`config.mk`:
```
export PLATFORM = sky130hd
export DESIGN_NAME = hazard_ctrl
export DESIGN_NICKNAME = d
export VERILOG_FILES = /design/src/rtl/hazard_ctrl.sv
export SDC_FILE = /design/constraint.sdc
export NUM_CORES = 1
export LEC_CHECK = 0
export CAP_MARGIN = 20
export CORE_ASPECT_RATIO = 0.8
export CORE_UTILIZATION = 34
export DETAILED_ROUTE_END_ITERATION = 8
export SLEW_MARGIN = 5
export SYNTH_ARGS = -nofsm -noshare
export SYNTH_HDL_FRONTEND = slang
export SYNTH_SLANG_ARGS = --single-unit
```
`constraint.sdc`:
```
create_clock -name clk -period 5.25 [get_ports clk]
set_clock_uncertainty 0.2 [all_clocks]
set_input_delay 1.3125 -clock clk [delete_from_list [all_inputs] [get_ports clk]]
set_output_delay 1.3125 -clock clk [all_outputs]
set_load 0.01 [all_outputs]
```
`src/rtl/hazard_ctrl.sv`:
```
// Pipeline hazard controller: turns load-use, branch-redirect and data-memory
// wait conditions into per-stage stop/flush controls, with a post-reset fetch blackout.
module hazard_ctrl #(
  parameter int STARTUP_CYCLES = 2,
  parameter int MEM_TIMEOUT    = 16,
  parameter int CNT_W          = 32
) (
  input  logic             clk,
  input  logic             rst,
  input  logic [4:0]       id_rs1,
  input  logic [4:0]       id_rs2,
  input  logic             id_uses_rs1,
  input  logic             id_uses_rs2,
  input  logic [4:0]       ex_rd,
  input  logic             ex_is_load,
  input  logic             ex_branch_taken,
  input  logic             mem_req,
  input  logic             mem_ready,
  output logic             pc_stop,
  output logic             if_id_stop,
  output logic             if_id_flush,
  output logic             id_ex_stop,
  output logic             id_ex_flush,
  output logic             ex_mem_stop,
  output logic             mem_wb_flush,
  output logic             mem_timeout,
  output logic [CNT_W-1:0] stall_count,
  output logic [CNT_W-1:0] flush_count,
  output logic [1:0]       dbg_state
);

  localparam int BOOT_W = ($clog2(STARTUP_CYCLES + 1) > 0) ? $clog2(STARTUP_CYCLES + 1) : 1;
  localparam int WAIT_W = $clog2(MEM_TIMEOUT + 1);
  localparam logic [BOOT_W-1:0] BOOT_INIT = BOOT_W'(STARTUP_CYCLES);
  localparam logic [BOOT_W-1:0] BOOT_ONE  = BOOT_W'(1);
  localparam logic [WAIT_W-1:0] WAIT_MAX  = WAIT_W'(MEM_TIMEOUT);
  localparam logic [WAIT_W-1:0] WAIT_ONE  = WAIT_W'(1);
  localparam logic [CNT_W-1:0]  CNT_ONE   = CNT_W'(1);

  typedef enum logic [1:0] {
    ST_BOOT     = 2'd0,
    ST_RUN      = 2'd1,
    ST_MEM_WAIT = 2'd2
  } state_t;

  localparam state_t ST_INIT = (STARTUP_CYCLES == 0) ? ST_RUN : ST_BOOT;

  state_t            r_state, w_state_nxt;
  logic [BOOT_W-1:0] r_boot_cnt, w_boot_nxt;
  logic [WAIT_W-1:0] r_wait_cnt, w_wait_nxt;
  logic              r_mem_timeout, w_timeout_nxt;
  logic [CNT_W-1:0]  r_stall_cnt, r_flush_cnt;
  logic              w_stall_evt, w_flush_evt;
  logic              w_mem_stall, w_load_use;

  assign w_mem_stall = mem_req & ~mem_ready;
  assign w_load_use  = ex_is_load & (ex_rd != 5'd0) &
                       ((id_uses_rs1 & (id_rs1 == ex_rd)) |
                        (id_uses_rs2 & (id_rs2 == ex_rd)));

  always_ff @(posedge clk or posedge rst) begin
    if (rst) begin
      r_state       <= ST_INIT;
      r_boot_cnt    <= BOOT_INIT;
      r_wait_cnt    <= '0;
      r_mem_timeout <= 1'b0;
      r_stall_cnt   <= '0;
      r_flush_cnt   <= '0;
    end else begin
      r_state       <= w_state_nxt;
      r_boot_cnt    <= w_boot_nxt;
      r_wait_cnt    <= w_wait_nxt;
      r_mem_timeout <= w_timeout_nxt;
      if (w_stall_evt && (r_stall_cnt != '1)) r_stall_cnt <= r_stall_cnt + CNT_ONE;
      if (w_flush_evt && (r_flush_cnt != '1)) r_flush_cnt <= r_flush_cnt + CNT_ONE;
    end
  end

  always_comb begin
    pc_stop       = 1'b0;
    if_id_stop    = 1'b0;
    if_id_flush   = 1'b0;
    id_ex_stop    = 1'b0;
    id_ex_flush   = 1'b0;
    ex_mem_stop   = 1'b0;
    mem_wb_flush  = 1'b0;
    w_state_nxt   = r_state;
    w_boot_nxt    = r_boot_cnt;
    w_wait_nxt    = r_wait_cnt;
    w_timeout_nxt = r_mem_timeout;
    w_stall_evt   = 1'b0;
    w_flush_evt   = 1'b0;

    case (r_state)
      ST_RUN, ST_MEM_WAIT: begin
        if (w_mem_stall) begin
          // EX and ID hold their contents, so branch/load-use are seen again once memory completes.
          pc_stop      = 1'b1;
          if_id_stop   = 1'b1;
          id_ex_stop   = 1'b1;
          ex_mem_stop  = 1'b1;
          mem_wb_flush = 1'b1;
          w_stall_evt  = 1'b1;
          w_state_nxt  = ST_MEM_WAIT;
          if (r_state == ST_RUN)
            w_wait_nxt = WAIT_ONE;
          else if (r_wait_cnt != WAIT_MAX)
            w_wait_nxt = r_wait_cnt + WAIT_ONE;
          if (w_wait_nxt == WAIT_MAX) w_timeout_nxt = 1'b1;
        end else begin
          w_state_nxt = ST_RUN;
          w_wait_nxt  = '0;
          if (ex_branch_taken) begin
            if_id_flush = 1'b1;
            id_ex_flush = 1'b1;
            w_flush_evt = 1'b1;
          end else if (w_load_use) begin
            pc_stop     = 1'b1;
            if_id_stop  = 1'b1;
            id_ex_flush = 1'b1;
            w_stall_evt = 1'b1;
          end
        end
      end
      default: begin
        pc_stop     = 1'b1;
        if_id_flush = 1'b1;
        w_boot_nxt  = r_boot_cnt - BOOT_ONE;
        if (r_boot_cnt <= BOOT_ONE) w_state_nxt = ST_RUN;
      end
    endcase

    // Reset overrides the decoded controls so fetch is held even when no boot phase is configured.
    if (rst) begin
      pc_stop      = 1'b1;
      if_id_stop   = 1'b0;
      if_id_flush  = 1'b1;
      id_ex_stop   = 1'b0;
      id_ex_flush  = 1'b0;
      ex_mem_stop  = 1'b0;
      mem_wb_flush = 1'b0;
    end
  end

  assign mem_timeout = r_mem_timeout;
  assign stall_count = r_stall_cnt;
  assign flush_count = r_flush_cnt;
  assign dbg_state   = r_state;

endmodule

```
==> metrics.txt <==
Post-synth ARST share=100%; GPL Wtd Cong=roughly 0.8; FF+latch count, synth=74; Core Footprint=0.0110 mm^2; status=complete, no violations; Num CTS Buffers=9; setup_tns=0 ns; Die H=97.9 um; fin crit period=4.85 ns; dpl hpwl=6840 um; clock sinks=74; final WL=9650 um; fin nets=515; RSZ-0062 raised after global routing=no; worst r2r src=stall_count[20]; hold buffer count at CTS=0; total track usage=17.3%; crit-path max cell delay=0.54 ns; Max-slew headroom=a little under two fifths; arrival time worst endpoint=3.34 ns; post-synth top area share=between 40% and 50%; Avg Inst Size Synth=10.1 um^2; crit start category=primary input; Top FF cell, synth=dfrtp_1; Power Density=334 mW/mm^2; synthesized area=0.00391 mm^2; peak supply drop=0.226 mV; Final Setup Violations=0; syn nets=approximately 420; Layout area overhead=36.5%; vias in the first global route=3115; # diodes=0; Max Root-Sink Buffers=2; Post-synth EDFFs=0; Max Clk Rate=~0.21 GHz; I/O Buffers=96; number of H-tree levels=3; Top cell by count, worst path=clkdlybuf4s50_1; cell depth of the worst hold path=1; Die Wd=122 um; Die ar.=about 0.012 mm^2; Iteration-0 DRC Markers=176; crit path max-delay cell type=or4_1; Post-CTS Repair Setup Buffers=0; Worst Tran Pin Value=approximately 0.94 ns; Static Leak=0.00223 uW; final antenna-violating net count=0; Syn. warnings=0; Critical Path RT=3.74 ns; most common cell after layout, fill and taps aside=clkdlybuf4s50_1; Synth cell types=46; first-pass GRT wire length=16300 um; detailed-route DRC error count=0; period utilization=92.4%; Hold Worst Slack=0.271 ns; most frequent cells in the layout=clkdlybuf4s50_1, dfrtp_1, xnor2_1; Hold WC Path Type=flip-flop to flip-flop; worst-path maximum fanout=3; Synth area leader=dfrtp_1; Worst-Skew Late Latency=between 0.3 and 0.4 ns; initial antenna violation count=0; row count=34; final hold vios=0; Mapped Cells=387; # IOs=97; CTS tree=yes; sequential share of the synthesized area=47.4%; min-delay src=r_boot_cnt[0]; critical path type=primary input to output port; crit path cell chain=clkdlybuf4s50_1 -> or4_1 -> o21ai_0 -> nor2_1 -> a21boi_2 -> nor3_1 -> clkdlybuf4s50_1; Gates resized, CTS repair=0; grt total ovfl=0; Routed wire per std cell=15.2 um; root buffer cell=clkbuf_16; top post-synthesis cells by area=dfrtp_1, xnor2_1, xor2_1, nand2_1, nor4_1; vias per cell=~5; layout cells sized above 1=6.52%; max-slew violation count=0; via count=3178; Worst setup startpoint=ex_rd[1]; crit end category=output port; R2R depth=6; largest net degree at the start of global routing=45; clock-pin slew on the worst setup and hold paths=0.06 ns; First-pass DRT Iterations=4; MaxCap Viol Count=0; initial core utilization=between 30 and 40%
==> registers in the layout, indices dropped and copies added (netlist names) <==
signal / count
r_wait_cnt: 5
r_boot_cnt: 2
flush_count: 32
mem_timeout: 1
stall_count: 32
dbg_state: 2
==> cells by family after synthesis <==
group / count (synthesis) / share of synthesized area [%]
AO/OA/AOI/OAI: 16 / 2.75
XOR/XNOR: 75 / 16.8
adder cells (fa/ha/maj): 6 / 1.92
buffers and inverters: 22 / 2.43
flip-flops: 74 / 47.4
multiplexers: 3 / 0.864
AND/OR/NAND/NOR: 191 / 27.9
==> cells in the mapped netlist, types with 2 or more instances <==
| cell type | number |
|---|---|
| mux2_2 | 3 |
| and4_1 | 5 |
| nand3b_1 | 4 |
| nand2b_1 | 3 |
| or4_1 | 6 |
| nand4_2 | 2 |
| and2_1 | 5 |
| nor4_1 | 19 |
| xnor2_1 | 40 |
| dfrtp_1 | 73 |
| xor2_1 | 35 |
| nand3_1 | 22 |
| nand4b_1 | 8 |
| ha_1 | 6 |
| and3_1 | 8 |
| nand4_1 | 16 |
| buf_2 | 4 |
| buf_4 | 2 |
| inv_1 | 10 |
| clkbuf_1 | 5 |
| nand2_1 | 34 |
| nor3_1 | 21 |
| nor2_1 | 26 |
| or2_4 | 2 |
| o21ai_0 | 7 |
==> critical path, delay by kind of cell <==
family / cells / cell delay [ns]
AOI/OAI and AO/OA: 2 / 0.38
and+or+nand+nor: 3 / 0.70
buffers and inverters: 2 / 0.95
==> report_power, final <==
group	internal, uW	leakage [uW]	switching [uW]
combinational	209	0.00110	202
sequential	642	0.000978	79.9
clock	416	0.000153	235
total	1270	0.00223	516
==> final timing paths <==
path	slack [ns]	end
min reg2reg	0.27	r_boot_cnt[0]
max	0.40	if_id_stop
min in group asynchronous	1.41	stall_count[25]
max in group asynchronous	2.65	flush_count[21]
min	0.27	r_boot_cnt[0]
max reg2reg	2.11	stall_count[1]
==> routing by layer <==
layer  up-vias  GRT usage (%)  part of all wire (%)  routed length [um]
li1       1566              -                     -                   -
met1      1539           25.0                    50                4870
met2        66           25.8                    45                4370
met3         7           3.50                   3.3                 316
met4         0           4.94                   1.0                 100
met5         -              0                     0                   0
==> layout make-up <==
class / instances / area [um^2]
Clock inverter: 5 / 78.8
Timing Repair Buffer: 100 / 991
Multi-Input combinational cell: 291 / 1970
Inverter: 10 / 37.5
Clock buffer: 11 / 233
Sequential cell: 74 / 1850
Tap cell: 144 / 180
Fill cell: 1022 / 5680
==> metrics by stage <==
step / std cells / area (um^2) / worst slack, ns / total power, uW / utilization (%)
finish: 635 / 5340 / 0.397 / 1780 / 48.5
global route: 635 / 5340 / 0.282 / 1880 / 48.5
CTS: 635 / 5340 / 0.398 / 1810 / 48.5
detailed placement: 619 / 5030 / 0.398 / 1140 / 45.6
global placement: 619 / 5030 / 0.430 / 1130 / 45.6
floorplan: 387 / 3910 / 1.11 / 932 / -
(Power assumes the default switching activity.)
